[src/rtl/uart_pkg.sv]
// ============================================================================
// Module   : uart_pkg
// Purpose  : Shared UART receiver types, baud-select encoding, bit periods.
// Revision : 1.0
// ============================================================================
`default_nettype none

package uart_pkg;

    typedef enum logic [2:0] {
        ST_IDLE   = 3'd0,
        ST_START  = 3'd1,
        ST_DATA   = 3'd2,
        ST_PARITY = 3'd3,
        ST_STOP   = 3'd4
    } state_t;

    localparam logic [1:0] c_SEL_9600  = 2'b00;
    localparam logic [1:0] c_SEL_19200 = 2'b01;
    localparam logic [1:0] c_SEL_38400 = 2'b10;
    localparam logic [1:0] c_SEL_57600 = 2'b11;

    // Clocks per bit at a 576 kHz system clock.
    localparam logic [5:0] c_P_9600  = 6'd60;
    localparam logic [5:0] c_P_19200 = 6'd30;
    localparam logic [5:0] c_P_38400 = 6'd15;
    localparam logic [5:0] c_P_57600 = 6'd10;

    function automatic logic [5:0] bit_period(input logic [1:0] i_sel);
        logic [5:0] w_p;
        case (i_sel)
            c_SEL_9600:  w_p = c_P_9600;
            c_SEL_19200: w_p = c_P_19200;
            c_SEL_38400: w_p = c_P_38400;
            default:     w_p = c_P_57600;
        endcase
        return w_p;
    endfunction

endpackage

`default_nettype wire

[src/rtl/uart_sync.sv]
// ============================================================================
// Module   : uart_sync
// Purpose  : SYNC_STAGES-deep flip-flop synchronizer, resets to idle-high.
// Revision : 1.0
// ============================================================================
`default_nettype none

module uart_sync #(
    parameter int SYNC_STAGES = 2
) (
    input  logic clk,
    input  logic reset,
    input  logic i_d,
    output logic o_q
);

    logic [SYNC_STAGES-1:0] r_sync;

    generate
        if (SYNC_STAGES == 1) begin : g_single
            always_ff @(posedge clk) begin
                if (!reset) begin
                    r_sync <= 1'b1;
                end else begin
                    r_sync <= i_d;
                end
            end
        end else begin : g_chain
            always_ff @(posedge clk) begin
                if (!reset) begin
                    r_sync <= '1;
                end else begin
                    r_sync <= {r_sync[SYNC_STAGES-2:0], i_d};
                end
            end
        end
    endgenerate

    assign o_q = r_sync[SYNC_STAGES-1];

endmodule

`default_nettype wire

[src/rtl/uart_rx.sv]
// ============================================================================
// Module   : uart_rx
// Purpose  : Oversampled UART receiver, 4 selectable baud rates, LSB first.
//            Optional even parity enabled by macro UART_RX_PARITY_EN.
// Revision : 1.0
// ============================================================================
`default_nettype none

module uart_rx
    import uart_pkg::*;
#(
    parameter int DATA_BITS   = 8,
    parameter int SYNC_STAGES = 2
) (
    input  logic                 clk,
    input  logic                 reset,
    input  logic [1:0]           sel,
    input  logic                 rx,
    output logic [DATA_BITS-1:0] data,
    output logic                 valid,
    output logic                 frame_err,
`ifdef UART_RX_PARITY_EN
    output logic                 parity_err,
`endif
    output logic                 busy
);

    localparam int               c_BCW      = (DATA_BITS > 1) ? $clog2(DATA_BITS) : 1;
    localparam logic [c_BCW-1:0] c_LAST_BIT = c_BCW'(DATA_BITS - 1);

    state_t                 r_state,  w_state;
    logic [5:0]             r_cnt,    w_cnt;
    logic [c_BCW-1:0]       r_bitcnt, w_bitcnt;
    logic [DATA_BITS-1:0]   r_shift,  w_shift;
    logic [DATA_BITS-1:0]   r_data,   w_data;
    logic                   r_valid,  w_valid;
    logic                   r_ferr,   w_ferr;
    logic [1:0]             r_sel,    w_sel;
    logic                   r_armed,  w_armed;

    logic                   w_rxs;
    logic [5:0]             w_period;
    logic [5:0]             w_half;
    logic                   w_bit_tick;
    logic                   w_half_tick;
    logic                   w_par_bad;

`ifdef UART_RX_PARITY_EN
    logic                   r_par_bit, w_par_bit;
    logic                   r_perr,    w_perr;
`endif

    uart_sync #(
        .SYNC_STAGES (SYNC_STAGES)
    ) u_sync (
        .clk   (clk),
        .reset (reset),
        .i_d   (rx),
        .o_q   (w_rxs)
    );

    assign w_period    = bit_period(r_sel);
    assign w_half      = w_period >> 1;
    assign w_bit_tick  = (r_cnt == w_period - 6'd1);
    assign w_half_tick = (r_cnt == w_half - 6'd1);

`ifdef UART_RX_PARITY_EN
    assign w_par_bad = (^r_shift) != r_par_bit;
`else
    assign w_par_bad = 1'b0;
`endif

    always_ff @(posedge clk) begin
        if (!reset) begin
            r_state  <= ST_IDLE;
            r_cnt    <= '0;
            r_bitcnt <= '0;
            r_shift  <= '0;
            r_data   <= '0;
            r_valid  <= 1'b0;
            r_ferr   <= 1'b0;
            r_sel    <= c_SEL_9600;
            r_armed  <= 1'b0;
`ifdef UART_RX_PARITY_EN
            r_par_bit <= 1'b0;
            r_perr    <= 1'b0;
`endif
        end else begin
            r_state  <= w_state;
            r_cnt    <= w_cnt;
            r_bitcnt <= w_bitcnt;
            r_shift  <= w_shift;
            r_data   <= w_data;
            r_valid  <= w_valid;
            r_ferr   <= w_ferr;
            r_sel    <= w_sel;
            r_armed  <= w_armed;
`ifdef UART_RX_PARITY_EN
            r_par_bit <= w_par_bit;
            r_perr    <= w_perr;
`endif
        end
    end

    always_comb begin
        w_state  = r_state;
        w_cnt    = r_cnt;
        w_bitcnt = r_bitcnt;
        w_shift  = r_shift;
        w_data   = r_data;
        w_valid  = 1'b0;
        w_ferr   = 1'b0;
        w_sel    = r_sel;
        w_armed  = r_armed;
`ifdef UART_RX_PARITY_EN
        w_par_bit = r_par_bit;
        w_perr    = 1'b0;
`endif

        case (r_state)
            ST_IDLE: begin
                w_cnt    = '0;
                w_bitcnt = '0;
                // A start edge is honoured only after the line has been seen high.
                if (!w_rxs && r_armed) begin
                    w_state = ST_START;
                    w_sel   = sel;
                    w_armed = 1'b0;
                end else if (w_rxs) begin
                    w_armed = 1'b1;
                end
            end

            ST_START: begin
                if (w_half_tick) begin
                    w_cnt = '0;
                    if (w_rxs) begin
                        w_state = ST_IDLE;
                        w_armed = 1'b1;
                    end else begin
                        w_state  = ST_DATA;
                        w_bitcnt = '0;
                    end
                end else begin
                    w_cnt = r_cnt + 6'd1;
                end
            end

            ST_DATA: begin
                if (w_bit_tick) begin
                    w_cnt             = '0;
                    w_shift[r_bitcnt] = w_rxs;
                    if (r_bitcnt == c_LAST_BIT) begin
`ifdef UART_RX_PARITY_EN
                        w_state = ST_PARITY;
`else
                        w_state = ST_STOP;
`endif
                    end else begin
                        w_bitcnt = r_bitcnt + 1'b1;
                    end
                end else begin
                    w_cnt = r_cnt + 6'd1;
                end
            end

`ifdef UART_RX_PARITY_EN
            ST_PARITY: begin
                if (w_bit_tick) begin
                    w_cnt     = '0;
                    w_par_bit = w_rxs;
                    w_state   = ST_STOP;
                end else begin
                    w_cnt = r_cnt + 6'd1;
                end
            end
`endif

            ST_STOP: begin
                if (w_bit_tick) begin
                    w_cnt   = '0;
                    w_data  = r_shift;
                    w_valid = w_rxs & ~w_par_bad;
                    w_ferr  = ~w_rxs;
`ifdef UART_RX_PARITY_EN
                    w_perr  = w_par_bad;
`endif
                    w_state = ST_IDLE;
                    // A good stop bit counts as idle line, allowing a start in the next cycle.
                    w_armed = w_rxs;
                end else begin
                    w_cnt = r_cnt + 6'd1;
                end
            end

            default: begin
                w_state = ST_IDLE;
                w_cnt   = '0;
            end
        endcase
    end

    assign data      = r_data;
    assign valid     = r_valid;
    assign frame_err = r_ferr;
`ifdef UART_RX_PARITY_EN
    assign parity_err = r_perr;
`endif
    assign busy      = (r_state != ST_IDLE);

endmodule

`default_nettype wire

[config.mk]
export PLATFORM = sky130hd
export DESIGN_NAME = uart_rx
export DESIGN_NICKNAME = d
export VERILOG_FILES = /design/src/rtl/uart_pkg.sv /design/src/rtl/uart_sync.sv /design/src/rtl/uart_rx.sv
export SDC_FILE = /design/constraint.sdc
export NUM_CORES = 1
export LEC_CHECK = 0
export CAP_MARGIN = 20
export CORE_MARGIN = 10
export CORE_UTILIZATION = 24
export DETAILED_ROUTE_END_ITERATION = 7
export MAX_ROUTING_LAYER = met4
export PLACE_DENSITY_LB_ADDON = 0.2
export SLEW_MARGIN = 20
export SYNTH_ARGS = -nofsm -noshare
export SYNTH_HDL_FRONTEND = slang
export SYNTH_SLANG_ARGS = --single-unit
[constraint.sdc]
create_clock -name clk -period 2.1 [get_ports clk]
set_input_delay 0.315 -clock clk [delete_from_list [all_inputs] [get_ports clk]]
set_output_delay 0.315 -clock clk [all_outputs]
set_load 0.02 [all_outputs]
Word-level counts from Yosys, hierarchy flattened
Index checks and enable logic that the tools add are counted.

word-level totals
  flip-flop bits (word level) = 35
  input bits = 5
  output and inout port bits = 11
  word-level logic and storage cells = 72

cells by class
  add/subtract/negate cells = 4
  magnitude comparators = 2
  equal/unequal tests = 15
  mux-type cells = 24
  bitwise logic cells = 1
  reductions and logical operators = 16

operators by type and width
  operator             number
  $mux 3               9
  $pmux 6 s3           1
  $ne 2x2->1 const B   7
  $eq 6x6->1           2
  $mux 6               2
  $pmux 3 s4           1
  $pmux 6 s2           1
  $reduce_and 5->1     2
  $pmux 3 s3           1
  $reduce_bool 3->1    3
  $bwmux 8             1
  $add 6x1->6 const B  1
  $eq 3x3->1 const B   2
  $reduce_and 2->1     3
  $reduce_and 3->1     2
  $sub 5x1->6 const B  1
  $sub 6x1->6 const B  1
  $mux 1               5
  $lt 3x4->1 const B   1
  $add 3x1->3 const B  1
  $demux 1 s3          1
  $eq 3x1->1 const B   1
  $eq 3x2->1 const B   1
  $ge 3x1->1 const B   1
  10 further kinds     11

Logic depth before layout (Yosys ltp)
  word-level depth = 6
  gate-level depth with buffers = 9
  mapped depth without buffers = 8

Hierarchy
Synthesis repeated with hierarchy kept, for this count alone.

second synthesis, totals
  cells, all modules = 201
  area, all modules = 1835.5 um^2

by module, submodules not included
  module     times used  cells each  area an instance (um^2)  sequential area each (um^2)
  uart_rx    1           197         1783.0                   660.6
  uart_sync  1           4           52.6                     40.0

Worst setup path before layout
No wires, ideal clock.

  path kind = register -> register
  start = reg r_sel[0]
  end = reg r_bitcnt[1]
  library setup time = 0.117 ns
  arrival time = 2.064 ns
  data required time = 1.983 ns
  setup slack = -0.081 ns
  cell stages (with the launch flop) = 8
  buffers on the path = 0
  period minus slack after synthesis = 2.181 ns
  cells stage by stage = dfxtp_1 > inv_1 > ha_1 > xor2_1 > a2111oi_4 > o31ai_4 > a221o_1 > a32o_1

between the ends
  cells in the longest elaborated chain, start to end = 6
  elaborated cells on any way between the ends = 11
  classes of those cells = add/sub (2); eq/ne (6); mux (1); reduce/logical (2)

RTL lines
  what                                        RTL line                      source
  start: declaration                          uart_rx.sv:38                 logic [1:0] r_sel, w_sel;
  start signal: assignment                    uart_rx.sv:82                 r_sel <= c_SEL_9600;
  start signal: assignment                    uart_rx.sv:96                 r_sel <= w_sel;
  $eq 2x2->1, or another cell as far along    uart_pkg.sv:31                case (i_sel)
  $pmux 6 s3 *                                uart_pkg.sv:31
  $sub 6x1->6 or $sub 5x1->6 (tied branches)  uart_rx.sv:64, uart_rx.sv:65
  $eq 6x6->1 (on tied branches)               uart_rx.sv:64, uart_rx.sv:65
  $ne 2x2->1 (no line)                        -
  $reduce_and 5->1 (no line) *                -
  end signal: assignment                      uart_rx.sv:91                 r_bitcnt <= w_bitcnt;
  end: declaration                            uart_rx.sv:33                 logic [c_BCW-1:0] r_bitcnt, w_bitcnt;

Mark *: on every way between the ends. The rest lies on a longest branch, timed or not.
A chain may end at the register's enable or synchronous reset.

Worst setup path in the final report
  start = reg r_sel[0]
  end = reg r_bitcnt[2]

The elaborated chain is that of the path after synthesis.

==> flow_metrics.py <==
metrics = {
    "placed_design": {
        "placed_area_mm2": 0.002198,
        "pre_cts_slack_ns": -0.2170,
        "dp_hpwl_um": 3060,
        "io_buffers": 15,
        "gp_congestion": 0.8119,
        "dp.cells": 321,
    },
    "power_and_ir_drop": {
        "peakVddDrop_v": 0.0001992,
        "finalPower_mw": 1.208,
        "power.density_mw_per_mm2": 457.1,
        "leakage_nw": 0.9080,
    },
    "sta": {
        "setup_tns_ns": -0.7271,
        "finalSetupViolCount": 15,
        "rsz0062_at_grt": "true",
        "maxSlewHeadroom_pct": 70.73,
        "postLayoutSetupSlackWorst_ns": -0.08157,
        "slew_violations": 0,
        "skew_ns": 0.004382,
        "worst_hold_slack_ns": 0.4104,
        "max_freq_mhz": 458.4,
        "timing.final.crit_period_ns": 2.182,
        "finalCritPeriodShare_pct": 103.9,
        "finalHoldViolCount": 0,
        "tightest_slew_ns": 0.4384,
    },
    "run_status": {
        "status": "finished, violations left",
        "violations": "setup timing",
    },
    "die": {
        "initial_core_util_pct": 24.97,
        "num_io_pins": 16,
        "core_area_mm2": 0.007331,
        "die_w_um": 107.3,
        "num_rows": 31,
        "dieArea_mm2": 0.01152,
        "die_h_um": 107.3,
    },
    "detailed_routing": {
        "drc": 0,
        "wirelength_um": 4541,
        "drtPass1Iterations": 4,
        "routed_via_density": 4.490,
        "wl_per_cell_um": 13.32,
        "ant_nets": 0,
        "vias": 1531,
        "drt_iter0_drc": 84,
    },
    "synth": {
        "syn_area_mm2": 0.001831,
        "synth.distinct_cells": 45,
        "synth_area_leader_cell": "dfxtp_1",
        "ys_async_sr_fraction_pct": 0,
        "syn-num-nets": 211,
        "syn_avg_cell_area_um2": 9.245,
        "netlist_top_cells_count": "35 x dfxtp_1, 34 x nand2_1, 16 x mux2i_1",
        "yosysWarnings": 0,
        "synthCells": 198,
        "ys_seq_area_share_pct": 38.28,
        "yosysTopAreaCellShare_pct": 38.28,
        "synth_top_flop_cell": "dfxtp_1",
        "synth-edff-count": 0,
        "synth-seq-cells": 35,
        "synth_most_common_cell": "dfxtp_1",
        "yosys-top-cells-area": "dfxtp_1 38%, mux2i_1 8.7%, nand2_1 7.0%, ha_1 5.5%, xor2_1 3.3%",
    },
    "clock_tree": {
        "cts_sinks": 35,
        "ctsHoldBuffers": 0,
        "clk-insertion-delay-late_ns": 0.28,
        "cts_buffer_depth": 2,
        "cts_root_buf": "clkbuf_8",
        "cts_buffers": 5,
        "clkTransAtPathRegs_ns": 0.07,
        "cts_max_level": 2,
        "cts_tree": "yes",
    },
    "critical_path": {
        "crit_family": "compound AO/OA/AOI/OAI gates",
        "cp-startpoint": "r_sel[0]",
        "rr_worst_depth": 8,
        "cp_num_cells": 8,
        "worstSetupEndpointType": "register",
        "crit_end": "r_bitcnt[2]",
        "worst-r2r-setup-slack_ns": -0.08,
        "crit_buf_inv": 2,
        "cpMaxStageDelayCell": "dfxtp_4",
        "r2r_end": "r_bitcnt[2]",
        "start_kind": "register",
        "worstPathCellList": "inv_6 > ha_4 > xor2_1 > a2111oi_4 > o31ai_4 > buf_12 > a221o_1 > a32o_1",
        "required_ns": 2.28,
        "timing.rr.start": "r_sel[0]",
        "slowest_delay_ns": 0.40,
        "crit_type": "reg -> reg",
        "worstPathMaxFanout": 7,
        "crit_arrival_ns": 2.36,
    },
    "global_route": {
        "grt_pass1_wl_um": 7458,
        "met3_usage_pct": 2.216,
        "met1_usage_pct": 10.19,
        "use_met2_pct": 12.52,
        "grt_usage_pct": 8.084,
        "grt_overflow": 0,
        "grt_max_degree": 20,
        "busiest_layer": "met2",
        "antenna_found_initial": 0,
        "grt_pass1_vias": 1508,
    },
    "layout": {
        "finalNonFillerCells": 341,
        "finalNetCount": 254,
        "drive_gt1_share_pct": 34.71,
        "fin_area_mm2": 0.002643,
        "antenna_cells": 0,
        "syn_to_final_growth_pct": 44.36,
        "nFillCells": 746,
        "utilization_pct": 36.05,
    },
    "min_path": {
        "hold_class": "reg -> reg",
        "whs_path_depth": 1,
    },
    "run": {
        "drv_cap": 0,
    },
}
[registers in the layout, summed over array words and instances (netlist names)]
signal and flops:
r_state 3, data 8, r_armed 1, u_sync.r_sync 2, r_bitcnt 3, r_shift 8, valid 1, r_sel 2
r_cnt 6, frame_err 1
[cell usage in the layout (no fill, tap or decap), types with 5 or more instances in the layout]
cell,instances
dfxtp_1,33
nand2_1,32
mux2i_1,16
clkbuf_8,5
buf_4,25
nand2b_1,6
a21oi_1,5
buf_6,6
nor2_1,7
clkdlybuf4s50_1,15
nand3_1,5
xor2_1,6
inv_1,5
[cells by family (layout without fill, tap and decap cells)]
family,Yosys count,after routing,synth area share (%)
AND/OR/NAND/NOR,82,82,23.58
adder cells (fa/ha/maj),8,8,5.468
flip-flops,35,35,38.28
AO/OA/AOI/OAI,26,26,11.89
buffers and inverters,20,64,6.766
XOR/XNOR,11,11,5.263
multiplexers,16,16,8.749
[cell type report]
cell class,instances,area (um2),share of cell area [%]
Tap cell,99,123.9,4.688
Multi-Input combinational cell,143,1244,47.06
Timing Repair Buffer,48,445.4,16.86
Inverter,8,40.04,1.515
Clock inverter,1,5.005,0.1894
Sequential cell,35,708.2,26.80
Clock buffer,7,76.32,2.888
[repair_timing]
item                       CTS  global route
gates resized for setup     37            22
buffers inserted             5             8
pin swaps                   15            12
setup endpoints to repair   29            31
cloned                       1             0
[worst register-to-register path, delay by kind of cell, from the launching register on]
family | cells | cell delay [ns]
buf+inv | 2 | 0.21
xor+xnor | 1 | 0.18
fa+ha+maj | 1 | 0.17
flops | 1 | 0.40
compound gates | 4 | 1.11
[how the worst min path moves through the flow]
stage	start	end	slack, ns
6_report	u_sync.r_sync[0]	u_sync.r_sync[1]	0.41
5_1_grt	u_sync.r_sync[0]	u_sync.r_sync[1]	0.42
4_1_cts	u_sync.r_sync[0]	u_sync.r_sync[1]	0.42
3_5_place_dp	u_sync.r_sync[0]	u_sync.r_sync[1]	0.40
3_3_place_gp	u_sync.r_sync[0]	u_sync.r_sync[1]	0.39
2_1_floorplan	u_sync.r_sync[0]	u_sync.r_sync[1]	0.39
[where the power goes]
part,internal [mW],switching [mW]
sequential,0.665,0.00608
combinational,0.0310,0.0341
clock,0.233,0.238
[layer usage]
metal  part of all wire [%]  vias to the layer above
li1                       -                      768
met2                     47                       15
met1                     50                      746
met5                      0                        -
met4                   0.64                        0
met3                    2.8                        2
Power figures use the tool's default switching activity.
